File: config.mk
export PLATFORM = sky130hd
export DESIGN_NAME = demux4_deser
export DESIGN_NICKNAME = d
export VERILOG_FILES = /design/src/rtl/demux4_deser.sv
export SDC_FILE = /design/constraint.sdc
export NUM_CORES = 1
export LEC_CHECK = 0
export BUFFER_PORTS_ARGS = -buffer_cell sky130_fd_sc_hd__buf_2
export CAP_MARGIN = 20
export CELL_PAD_IN_SITES_DETAIL_PLACEMENT = 1
export CELL_PAD_IN_SITES_GLOBAL_PLACEMENT = 1
export CORE_ASPECT_RATIO = 0.9
export CORE_MARGIN = 2
export CORE_UTILIZATION = 35
export DETAILED_ROUTE_END_ITERATION = 8
export PLACE_DENSITY_LB_ADDON = 0.12
export SKIP_LAST_GASP = 1
export SLEW_MARGIN = 10
export SYNTH_ARGS = -nofsm -noshare
export SYNTH_HDL_FRONTEND = slang
export SYNTH_SLANG_ARGS = --single-unit
File: constraint.sdc
create_clock -name clk -period 1.9 [get_ports clk]
set_input_delay 0.38 -clock clk [delete_from_list [all_inputs] [get_ports clk]]
set_output_delay 0.38 -clock clk [all_outputs]
set_load 0.02 [all_outputs]
File: src/rtl/demux4_deser.sv
// rtl/demux4_deser.sv - 4-bit serial-to-parallel deserializer with ready/valid handshakes; DEMUX4_DESER_PARITY_EN adds an even-parity beat and parity_err
module demux4_deser #(
  parameter int LSB_FIRST = 1
) (
  input  logic       clk,
  input  logic       reset_n,
  input  logic       in_bit,
  input  logic       in_valid,
  output logic       in_ready,
  input  logic       clear,
  output logic [3:0] out_data,
  output logic       out_valid,
  input  logic       out_ready,
`ifdef DEMUX4_DESER_PARITY_EN
  output logic       parity_err,
`endif
  output logic [1:0] slot
);

`ifdef DEMUX4_DESER_PARITY_EN
  // Four data beats followed by one parity beat per word.
  localparam int CW = 3;
`else
  localparam int CW = 2;
`endif
  localparam logic [CW-1:0] LAST_SLOT = (CW == 3) ? 3'd4 : 3'd3;
  localparam logic [CW-1:0] CNT_ONE   = 1;

  logic [CW-1:0] cnt;
  logic [3:0]    collect;
  logic [3:0]    collect_next;
  logic [1:0]    pos;
  logic          data_slot;
  logic          accept;
  logic          load;
  logic          consume;

  // The only stall: the word-completing beat cannot land while an unconsumed word is still held.
  assign in_ready = !((cnt == LAST_SLOT) && out_valid && !out_ready);

  // clear outranks any beat presented in the same cycle.
  assign accept  = in_valid && in_ready && !clear;
  assign load    = accept && (cnt == LAST_SLOT);
  assign consume = out_valid && out_ready;

`ifdef DEMUX4_DESER_PARITY_EN
  assign data_slot = (cnt != LAST_SLOT);
  assign slot      = (cnt == LAST_SLOT) ? 2'd0 : cnt[1:0];
`else
  assign data_slot = 1'b1;
  assign slot      = cnt;
`endif

  // Bit position for the current beat and the collect register including that beat's bit.
  always_comb begin
    pos          = (LSB_FIRST != 0) ? cnt[1:0] : (2'd3 - cnt[1:0]);
    collect_next = collect;
    if (accept && data_slot) begin
      collect_next[pos] = in_bit;
    end
  end

  // Slot counter and partial-word collection.
  always_ff @(posedge clk or negedge reset_n) begin
    if (!reset_n) begin
      cnt     <= '0;
      collect <= '0;
    end else if (clear) begin
      cnt     <= '0;
      collect <= '0;
    end else if (accept) begin
      if (load) begin
        cnt     <= '0;
        collect <= '0;
      end else begin
        cnt     <= cnt + CNT_ONE;
        collect <= collect_next;
      end
    end
  end

`ifdef DEMUX4_DESER_PARITY_EN
  // Output word, valid flag and parity check; a same-edge load wins over consume.
  always_ff @(posedge clk or negedge reset_n) begin
    if (!reset_n) begin
      out_data   <= 4'b0000;
      out_valid  <= 1'b0;
      parity_err <= 1'b0;
    end else if (load) begin
      out_data   <= collect_next;
      out_valid  <= 1'b1;
      parity_err <= (^collect_next) ^ in_bit;
    end else if (consume) begin
      out_valid  <= 1'b0;
    end
  end
`else
  // Output word and valid flag; a same-edge load wins over consume.
  always_ff @(posedge clk or negedge reset_n) begin
    if (!reset_n) begin
      out_data  <= 4'b0000;
      out_valid <= 1'b0;
    end else if (load) begin
      out_data  <= collect_next;
      out_valid <= 1'b1;
    end else if (consume) begin
      out_valid <= 1'b0;
    end
  end
`endif

endmodule

# Word-level counts from Yosys, hierarchy flattened
# Index checks and enable logic that the tools add are counted.
dict set report word_totals {
  out_inout_bits 8
  word_cells 32
  ff_bits 11
  input_bits 6
}
dict set report classes {
  reduce_logical 12
  n_eq_ne 1
  magnitude_cmp 2
  add_sub_neg 1
  mux 12
}
# cell count
set ops {}
lappend ops {{$mux 4} 4}
lappend ops {{$logic_and 1x1->1} 7}
lappend ops {{$mux 2} 3}
lappend ops {{$bwmux 4} 1}
lappend ops {{$reduce_bool 2->1} 2}
lappend ops {{$logic_not 1->1} 3}
lappend ops {{$lt 2x3->1 const B} 1}
lappend ops {{$mux 1} 3}
lappend ops {{$add 2x1->2 const B} 1}
lappend ops {{$demux 1 s2} 1}
lappend ops {{$eq 2x2->1 const B} 1}
lappend ops {{$ge 2x1->1 const B} 1}

# Longest topological paths before layout
# Gate-level depths: netlist of run 1.
dict set report depth {
  ltp_word 10
  depth_mapped 6
  depth_no_buf 4
}

# Least setup slack after synthesis of run 1
# No wires, ideal clock.
dict set report synth_path {
  path_kind {register -> register}
  startpoint {register cnt[1], in the netlist slot[1]}
  endpoint {register out_data[0]}
  path_slack_ns 0.349
  path_stages_with_launch 6
  n_path_buf 1
  arrival_time_ns 1.426
  synth_period_minus_slack_ns 1.551
  required_time_ns 1.775
  setup_ns 0.125
  path_cell_list {dfrtp_1 > ha_1 > buf_6 > nand2_2 > nor3_4 > mux2_4}
}
dict set report synth_via {
  elab_chain_cells 7
  elab_cells_between_ends 14
  classes_between {order compare (2); eq/ne (1); mux (4); reduce/logical (7)}
}
# item line
set synth_lines {}
lappend synth_lines {{start: declaration} 29} ;# logic [CW-1:0] cnt;
lappend synth_lines {{start signal: assignment} 76} ;# cnt <= cnt + CNT_ONE;
lappend synth_lines {{branches (longest 7 deep; another with $lt 2x3->1)} -}
lappend synth_lines {{end signal: assignment} 104} ;# out_data <= collect_next;
lappend synth_lines {{end: declaration} 11} ;# output logic [3:0] out_data,
# Parallel ways; which one is timed is not known.
# A chain may end at the register's enable or synchronous reset.

# Worst setup path after layout of run 1
dict set report layout_path {
  startpoint {register cnt[1], in the netlist slot[1]}
  endpoint {output port in_ready}
}
dict set report layout_via {
  elab_chain_cells 4
}
# item line
set layout_lines {}
lappend layout_lines {{$eq 2x2->1} 39} ;# assign in_ready = !((cnt == LAST_SLOT) && out_valid && !out_ready);
lappend layout_lines {{$logic_and 1x1->1 (2 in a row)} 39}
lappend layout_lines {{$logic_not 1->1} 39}
lappend layout_lines {{end: declaration} 9} ;# output logic in_ready,
# No other way between the ends.

==> results of run 1 <==
## final cells by class
type / count / area (um2)
fillers: 189 / 937.1
multi-input cells: 34 / 345.3
flip-flops and latches: 10 / 250.2
repair buffers: 14 / 75.07
clock buffers: 4 / 36.28
well taps: 24 / 30.03
inverters: 2 / 7.507
## how the worst max path moves through the flow
stage,depth (start not counted),end,startpoint
2_1_floorplan,5,out_data[0]$_DFFE_PN0P_,slot[1]$_DFFE_PN0P_
6_report,3,in_ready,slot[1]$_DFFE_PN0P_
3_5_place_dp,4,out_data[2]$_DFFE_PN0P_,slot[1]$_DFFE_PN0P_
5_1_grt,3,in_ready,slot[0]$_DFFE_PN0P_
4_1_cts,3,in_ready,slot[1]$_DFFE_PN0P_
3_3_place_gp,4,out_data[0]$_DFFE_PN0P_,slot[1]$_DFFE_PN0P_
## registers in the layout, indices dropped and copies added (netlist names)
signal and flops:
out_data 4, collect 3, slot 2, out_valid 1
## metrics by stage
| step | hold slack [ns] | instances | cell area, um2 | worst slack [ns] |
|---|---|---|---|---|
| after floorplan | 0.08441 | 49 | 633.1 | 0.3486 |
| after global placement | 0.2581 | 83 | 698.2 | 0.3065 |
| after detailed placement | 0.2597 | 83 | 698.2 | 0.2832 |
| after CTS | 0.4133 | 88 | 744.5 | 0.1574 |
| after global routing | 0.4250 | 88 | 744.5 | 0.09719 |
| final | 0.4170 | 88 | 744.5 | 0.1773 |
## routing by layer
layer / track usage (%) / wire length, um / vias up
met1: 17.41 / 566 / 198
met5: 0 / 0 / -
met4: 3.429 / 14 / 0
li1: - / - / 202
met3: 5.068 / 64 / 5
met2: 18.63 / 500 / 10
## synth_stat cells (2+ instances only)
cell and n:
a211oi_2 3, buf_6 2, a21o_1 3, inv_1 2, dfrtp_1 10, a21oi_1 3, mux2_4 4, mux2_2 3
nand2b_1 2, ha_1 4
## report_power, final
part	internal, mW	switching (mW)	leakage (nW)	total [mW]
Sequential	0.229	0.0112	0.137	0.240
Combinational	0.0545	0.0647	0.242	0.119
Clock	0.117	0.0785	0.0210	0.195
Total	0.400	0.154	0.400	0.554
## cells by family after synthesis
group	synth area share, %
simple gates	16.40
compound gates	13.83
flops	39.53
mux	16.40
buf+inv	5.929
fa+ha+maj	7.905
## worst max-delay path: cells and delay by family (launching register included)
family                   cells  cell delay, ns
flip-flops                   1            0.43
adder cells (fa/ha/maj)      1            0.36
buffers and inverters        1            0.17
AND/OR/NAND/NOR              1            0.11
==> run_results.csv, run 1 <==
group,metric,value,unit
logic_synthesis,synth_flop_cell,"dfrtp_1",
drt,drc,0,
setup_path,crit_path_max_fanout,7,
setup_path,reg2reg_depth,4,
setup_path,worstReg2RegStart,"slot[1]$_DFFE_PN0P_",
timing,max_slew_margin,78.36,%
logic_synthesis,syn_nets,59,
clock_network,cts_buffers,3,
final_layout,areaGrowthSynthToFinish,17.59,%
die,die_w,48.83,um
final_layout,nets,75,
drt,viasPerCell,4.716,
timing,fmax,580.5,MHz
place,numPortBuffers,13,
setup_path,cp.arrival,1.34,ns
setup_path,rrSetupSlack,0.28,ns
run_status,outcome,"finished, final reports clean",
worst_hold_path,worstHoldStart,"in_bit",
grt,grt_max_degree,11,
flow_run,cap_violations,0,
clock_network,clkLatencyLatePin,0.27,ns
grt,grt_pass1_wl,2028,um
grt,antenna_found_initial,0,
setup_path,startpoint_type,"register",
timing,clock_skew,0.007888,ns
logic_synthesis,synth-async-reset-ratio,100.0,%
die,die_h,44.35,um
logic_synthesis,synth.area.top_cells,"dfrtp_1 (40%), mux2_4 (9.5%), ha_1 (7.9%), a211oi_2 (5.9%), mux2_2 (5.3%)",
setup_path,crit_type,"register to output pin",
logic_synthesis,ys_seq_area_share,39.53,%
logic_synthesis,synth.cell_area,633.1,um2
setup_path,worst_ep_required_time,1.52,ns
clock_network,clockBufferDepth,2,
drt,wire_per_inst,13.02,um
pwr,finalPower,554.1,uW
clock_network,cts.sink_count,10,
logic_synthesis,synth_top_area_share,39.53,%
timing,final-max-slew-violation-count,0,
clock_network,cts_htree_levels,1,
timing,hold_viol,0,
logic_synthesis,avgSynthCellArea,12.92,um2
logic_synthesis,synth_cell_type_count,23,
timing,finalCritPeriodShare,90.67,%
drt,ant_nets,0,
place,gp_congestion,0.6555,
final_layout,fin_util,44.27,%
setup_path,crit_path_end_kind,"output pin",
grt,gr-usage-all-layers,12.68,%
die,initial_core_util,37.65,%
worst_hold_path,hold_depth,2,
logic_synthesis,ys.warnings.count,0,
pwr,power_density,744.3,mW/mm2
worst_hold_path,hold_path.class,"primary input to register",
grt,grt-ovfl-total,0,
clock_network,cts.reportedPaths.clkPinSlew,0.07,ns
logic_synthesis,synth_top_cell_by_area,"dfrtp_1",
clock_network,cts_resized,0,
setup_path,crit_path_top_delay_cell,"dfrtp_1",
setup_path,r2r-end,"out_data[0]$_DFFE_PN0P_",
die,core,0.001682,mm2
die,die-area,0.002166,mm2
timing,fin_tns_setup,0,ns
grt,grt_pass1_vias,419,
setup_path,critPathMaxStageDelay,0.43,ns
worst_hold_path,min_to,"out_data[3]$_DFFE_PN0P_",
logic_synthesis,synth_cells,49,
drt,wl,1146,um
timing,rsz0062_at_grt,"false",
logic_synthesis,synth_edf_count,0,
final_layout,diodes,0,
clock_network,cts_tree,"done",
clock_network,postCtsSetupRepairBufs,0,
final_layout,layout-drive-gt1-share,50.00,%
logic_synthesis,ys_ff_latch,10,
drt,vias,415,
timing,worst_slew_pin_slew,0.3236,ns
pwr,vdd_drop_max,314.8,uV
place,hpwl,879.6,um
drt,dr.pass1.iters,3,
timing,setup_viol,0,
final_layout,mostFrequentLayoutCell,"buf_2",
drt,drt_iter0_markers,1,
setup_path,cp_cell_sequence,"ha_1, nand3b_4, buf_2",
die,rows,14,
pwr,p_leak,0.3998,nW
final_layout,layout_common_cells,"buf_2 (13), dfrtp_1 (10), mux2_4 (4), ha_1 (4)",
timing,final.min_clock_period,1.723,ns
clock_network,cts_hold_buffers,1,
clock_network,cts-root-buf,"clkbuf_4",
die,io_pins,14,
(Power assumes the default switching activity.)
==> run 2: changes to the inputs <==
--- a/config.mk
+++ b/config.mk
@@ -13,6 +13,7 @@
 export CORE_MARGIN = 2
 export CORE_UTILIZATION = 35
 export DETAILED_ROUTE_END_ITERATION = 8
+export GPL_TIMING_DRIVEN = 0
 export PLACE_DENSITY_LB_ADDON = 0.12
 export SKIP_LAST_GASP = 1
 export SLEW_MARGIN = 10
==> constraint.sdc (replaced) <==
create_clock -name clk -period 1.9 [get_ports clk]
set_input_delay 0.38 -clock clk [delete_from_list [all_inputs] [get_ports clk]]
set_output_delay 0.38 -clock clk [all_outputs]
set_load 0.1 [all_outputs]
==> run_results.csv, run 2 (synthesis gave the netlist of run 1 again) <==
group,metric,value,unit
final_layout,layout-drive-gt1-share,57.58,%
grt,grt-ovfl-total,0,
pwr,clkPwrFrac,29.3,%
pwr,p_leak,0.4140,nW
worst_hold_path,hold_depth,2,
final_layout,diodes,0,
pwr,vdd_drop_max,588.3,uV
final_layout,mostFrequentLayoutCell,"buf_2",
timing,setup_viol,0,
timing,fmax,555.3,MHz
grt,antenna_found_initial,0,
final_layout,areaGrowthSynthToFinish,24.31,%
pwr,power_density,808.5,mW/mm2
setup_path,worstReg2RegStart,"slot[0]$_DFFE_PN0P_",
setup_path,reg2reg_depth,4,
pwr,finalPower,636.3,uW
final_layout,multiInputGateArea,347.8,um2
setup_path,critPathLaunch,"slot[0]$_DFFE_PN0P_",
pwr,pwr-share-comb,32.4,%
timing,clock_skew,0.001083,ns
clock_network,cts-root-buf,"clkbuf_4",
die,io_pins,14,
clock_network,cts_htree_levels,1,
drt,viasPerCell,4.778,
die,initial_core_util,37.65,%
setup_path,crit_type,"register to output pin",
setup_path,startpoint_type,"register",
final_layout,largest_reg_flops,4,
die,die_h,44.35,um
clock_network,cts.sink_count,10,
flow_run,cap_violations,0,
drt,drt_iter0_markers,1,
final_layout,fillers,192,
pwr,seq_power_share,38.2,%
timing,worst_slew_pin_slew,0.4853,ns
grt,grt_pass1_vias,436,
drt,wl,1165,um
final_layout,regMostFlops,"out_data",
worst_hold_path,worstHoldStart,"clear",
drt,dr.pass1.iters,3,
timing,max_slew_margin,67.87,%
die,rows,14,
die,die-area,0.002166,mm2
timing,final-max-slew-violation-count,0,
grt,grt_max_degree,11,
clock_network,cts_tree,"done",
place,gp_congestion,0.7452,
pwr,cell_internal_pwr,406.1,uW
setup_path,crit_path_max_fanout,7,
clock_network,cts_buffers,3,
worst_hold_path,hold_path.class,"primary input to register",
place,dp_slack,0.1887,ns
place,hpwl,913.1,um
clock_network,clkLatencyLatePin,0.26,ns
timing,finalCritPeriodShare,94.78,%
final_layout,layout_common_cells,"buf_2 (11), dfrtp_1 (7), mux2_4 (4), ha_1 (4)",
final_layout,nets,77,
drt,wire_per_inst,12.94,um
worst_hold_path,min_to,"collect[1]$_DFFE_PN0P_",
clock_network,cts.reportedPaths.clkPinSlew,0.06,ns
timing,rsz0062_at_grt,"false",
die,die_w,48.83,um
timing,fin_ws,0.09920,ns
drt,drc,0,
timing,fin_tns_setup,0,ns
run_status,outcome,"finished, final reports clean",
setup_path,rrSetupSlack,0.34,ns
grt,gr-usage-all-layers,13.19,%
timing,hold_viol,0,
setup_path,worst_ep_required_time,1.52,ns
pwr,power_switching,230.2,uW
timing,final.min_clock_period,1.801,ns
final_layout,seq_area,259.0,um2
grt,grt_pass1_wl,2076,um
setup_path,r2r-end,"out_data[0]$_DFFE_PN0P_",
drt,ant_nets,0,
setup_path,crit_path_end_kind,"output pin",
clock_network,postCtsSetupRepairBufs,0,
clock_network,clockBufferDepth,2,
pwr,swShare,36.18,%
die,core,0.001682,mm2
drt,vias,430,
setup_path,cp.arrival,1.42,ns
place,numPortBuffers,12,
[run 2: changes by cell type in the layout (fill, tap and decap cells not counted), sizes merged]
cell and change:
buf +2
[run 2: power by group through the flow]
| stage | clock, mW | sequential, mW | combinational (mW) |
|---|---|---|---|
| finish | 0.187 | 0.243 | 0.206 |
| global route | 0.211 | 0.246 | 0.218 |
| CTS | 0.194 | 0.244 | 0.208 |
| detailed placement | 0 | 0.247 | 0.206 |
| global placement | 0 | 0.246 | 0.206 |
| floorplan | 0 | 0.344 | 0.0706 |
[run 2: final cells by class]
cell class	instances	area share, %
Multi-Input combinational cell	34	44.20
Buffer	3	3.816
Timing Repair Buffer	13	9.698
Clock buffer	4	4.610
Sequential cell	10	32.91
Inverter	2	0.9539
Tap cell	24	3.816
[run 2: worst max path at each step]
stage	slack, ns	end	depth (start not counted)
6_report	0.1	in_ready	4
5_1_grt	0.03	in_ready	4
4_1_cts	0.03	in_ready	4
3_5_place_dp	0.19	in_ready	4
3_3_place_gp	0.19	in_ready	4
2_1_floorplan	0.02	slot[0]$_DFFE_PN0P_	6
[run 2: critical path, cell delays in order, from the launching register on]
cell,delay [ns]
dfrtp_4,0.50
ha_1,0.21
buf_6,0.14
nand3b_4,0.08
buf_6,0.22
[run 2: per-stage QoR]
step           cells  hold WS [ns]  area (um2)  utilization, %
2_1_floorplan     49       0.08441       644.4               -
3_5_place_dp      85        0.2541       734.5           43.68
5_1_grt           90        0.3574       787.0           46.80
4_1_cts           90        0.3594       783.3           46.58
6_report          90        0.3640       787.0           46.80
3_3_place_gp      85        0.2563       734.5           43.68
[run 2: what timing repair did]
action | in CTS | in global routing
setup endpoints to repair | 1 | 1
cloned | 0 | 0
gates resized for setup | 1 | 1
hold buffers | 1 | 0
endpoints found under the hold margin | 10 | 0
[run 2: per-layer routing]
layer | track usage (%) | routed length (um)
met1 | 15.92 | 535
met2 | 21.64 | 559
met4 | 3.429 | 0
met5 | 0 | 0
met3 | 6.081 | 71
==> run 3: changes to the inputs <==
--- a/config.mk
+++ b/config.mk
@@ -15,6 +15,7 @@
 export DETAILED_ROUTE_END_ITERATION = 8
 export GPL_TIMING_DRIVEN = 0
 export PLACE_DENSITY_LB_ADDON = 0.12
+export RECOVER_POWER = 100
 export SKIP_LAST_GASP = 1
 export SLEW_MARGIN = 10
 export SYNTH_ARGS = -nofsm -noshare
==> constraint.sdc (replaced) <==
create_clock -name clk -period 2 [get_ports clk]
set_input_delay 0.4 -clock clk [delete_from_list [all_inputs] [get_ports clk]]
set_output_delay 0.4 -clock clk [all_outputs]
set_load 0.1 [all_outputs]
==> run_results.csv, run 3 (synthesis gave the netlist of run 1 again) <==
group,metric,value,unit
setup_path,startpoint_type,"register",
drt,drt_iter0_markers,4,
grt,gr-usage-all-layers,13.47,%
timing,rsz0062_at_grt,"false",
die,die_h,44.35,um
drt,wl_met3,86,um
final_layout,layout-drive-gt1-share,42.42,%
drt,vias,425,
final_layout,fillers,202,
place,numPortBuffers,12,
worst_hold_path,hold_path.class,"primary input to register",
clock_network,cts-root-buf,"clkbuf_4",
setup_path,crit_path_end_kind,"output pin",
timing,hold_viol,0,
drt,ant_nets,0,
die,core,0.001682,mm2
drt,viasPerCell,4.722,
drt,wl,1162,um
clock_network,cts_tree,"done",
final_layout,areaGrowthSynthToFinish,17.19,%
clock_network,clockBufferDepth,2,
clock_network,cts.sink_count,10,
grt,antenna_found_initial,0,
setup_path,crit_path_max_fanout,7,
drt,met1_length,578,um
timing,final.min_clock_period,1.889,ns
pwr,clkPwrFrac,30.4,%
setup_path,worst_ep_required_time,1.60,ns
clock_network,postCtsSetupRepairBufs,0,
final_layout,diodes,0,
pwr,vdd_drop_max,331.9,uV
final_layout,fin_util,44.12,%
die,die-area,0.002166,mm2
grt,grt_pass1_vias,455,
run_status,outcome,"finished, final reports clean",
grt,grt_max_degree,11,
clock_network,cts_buffers,3,
die,rows,14,
clock_network,cts_htree_levels,1,
timing,setup_viol,0,
final_layout,largest_reg_flops,4,
place,dp_cells,85,
grt,grt_pass1_wl,2104,um
clock_network,cts.reportedPaths.clkPinSlew,0.07,ns
drt,dr.pass1.iters,4,
grt,grt-ovfl-total,0,
die,die_w,48.83,um
setup_path,crit_type,"register to output pin",
final_layout,finalInstanceArea,742.0,um2
setup_path,cp.arrival,1.49,ns
final_layout,nets,77,
final_layout,layout_common_cells,"dfrtp_1 (7), clkbuf_2 (7), mux2_1 (4), ha_1 (4)",
timing,fmax,529.5,MHz
flow_run,cap_violations,0,
timing,worst_slew_pin_slew,0.5604,ns
place,gp_congestion,0.7065,
place,hpwl,883.6,um
final_layout,fin_cells,90,
final_layout,multiInputGateArea,315.3,um2
timing,finalCritPeriodShare,94.43,%
die,initial_core_util,37.65,%
timing,max_slew_margin,62.64,%
place,dpl-instance-area,732.0,um2
drt,top_layer,"met4",
pwr,pwr-share-comb,30.6,%
pwr,seq_power_share,39.0,%
pwr,cell_internal_pwr,374.3,uW
pwr,power_density,795.0,mW/mm2
drt,drc,0,
pwr,power_switching,215.5,uW
drt,wire_per_inst,12.91,um
clock_network,clkLatencyLatePin,0.26,ns
pwr,swShare,36.53,%
timing,final-max-slew-violation-count,0,
timing,whs,0.3811,ns
final_layout,regMostFlops,"out_data",
pwr,p_leak,0.3942,nW
die,io_pins,14,
timing,clock_skew,0.006640,ns
timing,fin_tns_setup,0,ns
drt,met2_length,490,um
final_layout,seq_area,259.0,um2
run 3: changes by cell type in the layout (fill, tap and decap cells not counted), moves of 2 or more:
cell / before / now
a211oi_2: 3 / 0
a211oi_1: 0 / 3
mux2_4: 4 / 0
clkbuf_2: 0 / 7
buf_2: 11 / 3
buf_6: 3 / 1
mux2_1: 0 / 4
clkbuf_1: 0 / 2
run 3: layout make-up:
class,instances,area share (%)
buffer,3,3.035
clock buffer,4,4.890
inverter,2,1.012
multi-input combinational,34,42.50
sequential,10,34.91
tap,24,4.047
timing repair buffer,13,9.612
run 3: per-layer routing:
layer,up-vias,global-route usage [%]
met5,-,0
met4,0,3.429
met3,2,7.770
met2,13,20.82
met1,205,16.28
li1,205,-
run 3: stage by stage:
stage	setup slack (ns)	total power [mW]
2_1_floorplan	0.08817	0.3931
3_3_place_gp	0.2749	0.4283
3_5_place_dp	0.2706	0.4283
4_1_cts	0.1036	0.6166
5_1_grt	0.03391	0.6282
6_report	0.1114	0.5898
run 3: final timing paths:
path | to | cells past startpoint | slack, ns | from
hold / removal | collect[1]$_DFFE_PN0P_ | 2 | 0.38 | clear
hold reg to reg | out_data[3]$_DFFE_PN0P_ | 1 | 0.49 | out_data[3]$_DFFE_PN0P_
setup reg to reg | slot[1]$_DFFE_PN0P_ | 6 | 0.38 | slot[0]$_DFFE_PN0P_
setup / recovery | in_ready | 4 | 0.11 | slot[0]$_DFFE_PN0P_
max in group asynchronous | slot[1]$_DFFE_PN0P_ | 2 | 0.94 | reset_n
min in group asynchronous | out_data[1]$_DFFE_PN0P_ | 2 | 0.63 | reset_n
run 3: timing repair:
item / CTS / global route
setup endpoints to repair: 1 / 0
hold buffers: 1 / 0
endpoints found under the hold margin: 10 / 0
resized for setup: 1 / 0
run 3: power groups by stage:
stage	Clock, mW	Sequential, mW	Combinational (mW)
2_1_floorplan	0	0.327	0.0662
3_3_place_gp	0	0.234	0.194
3_5_place_dp	0	0.234	0.194
4_1_cts	0.190	0.231	0.196
5_1_grt	0.202	0.233	0.193
6_report	0.179	0.230	0.180
run 3: critical path, stage by stage (launching register included):
cell and delay (ns):
dfrtp_4 0.50, ha_1 0.21, buf_6 0.14, nand3b_4 0.08, buf_4 0.29
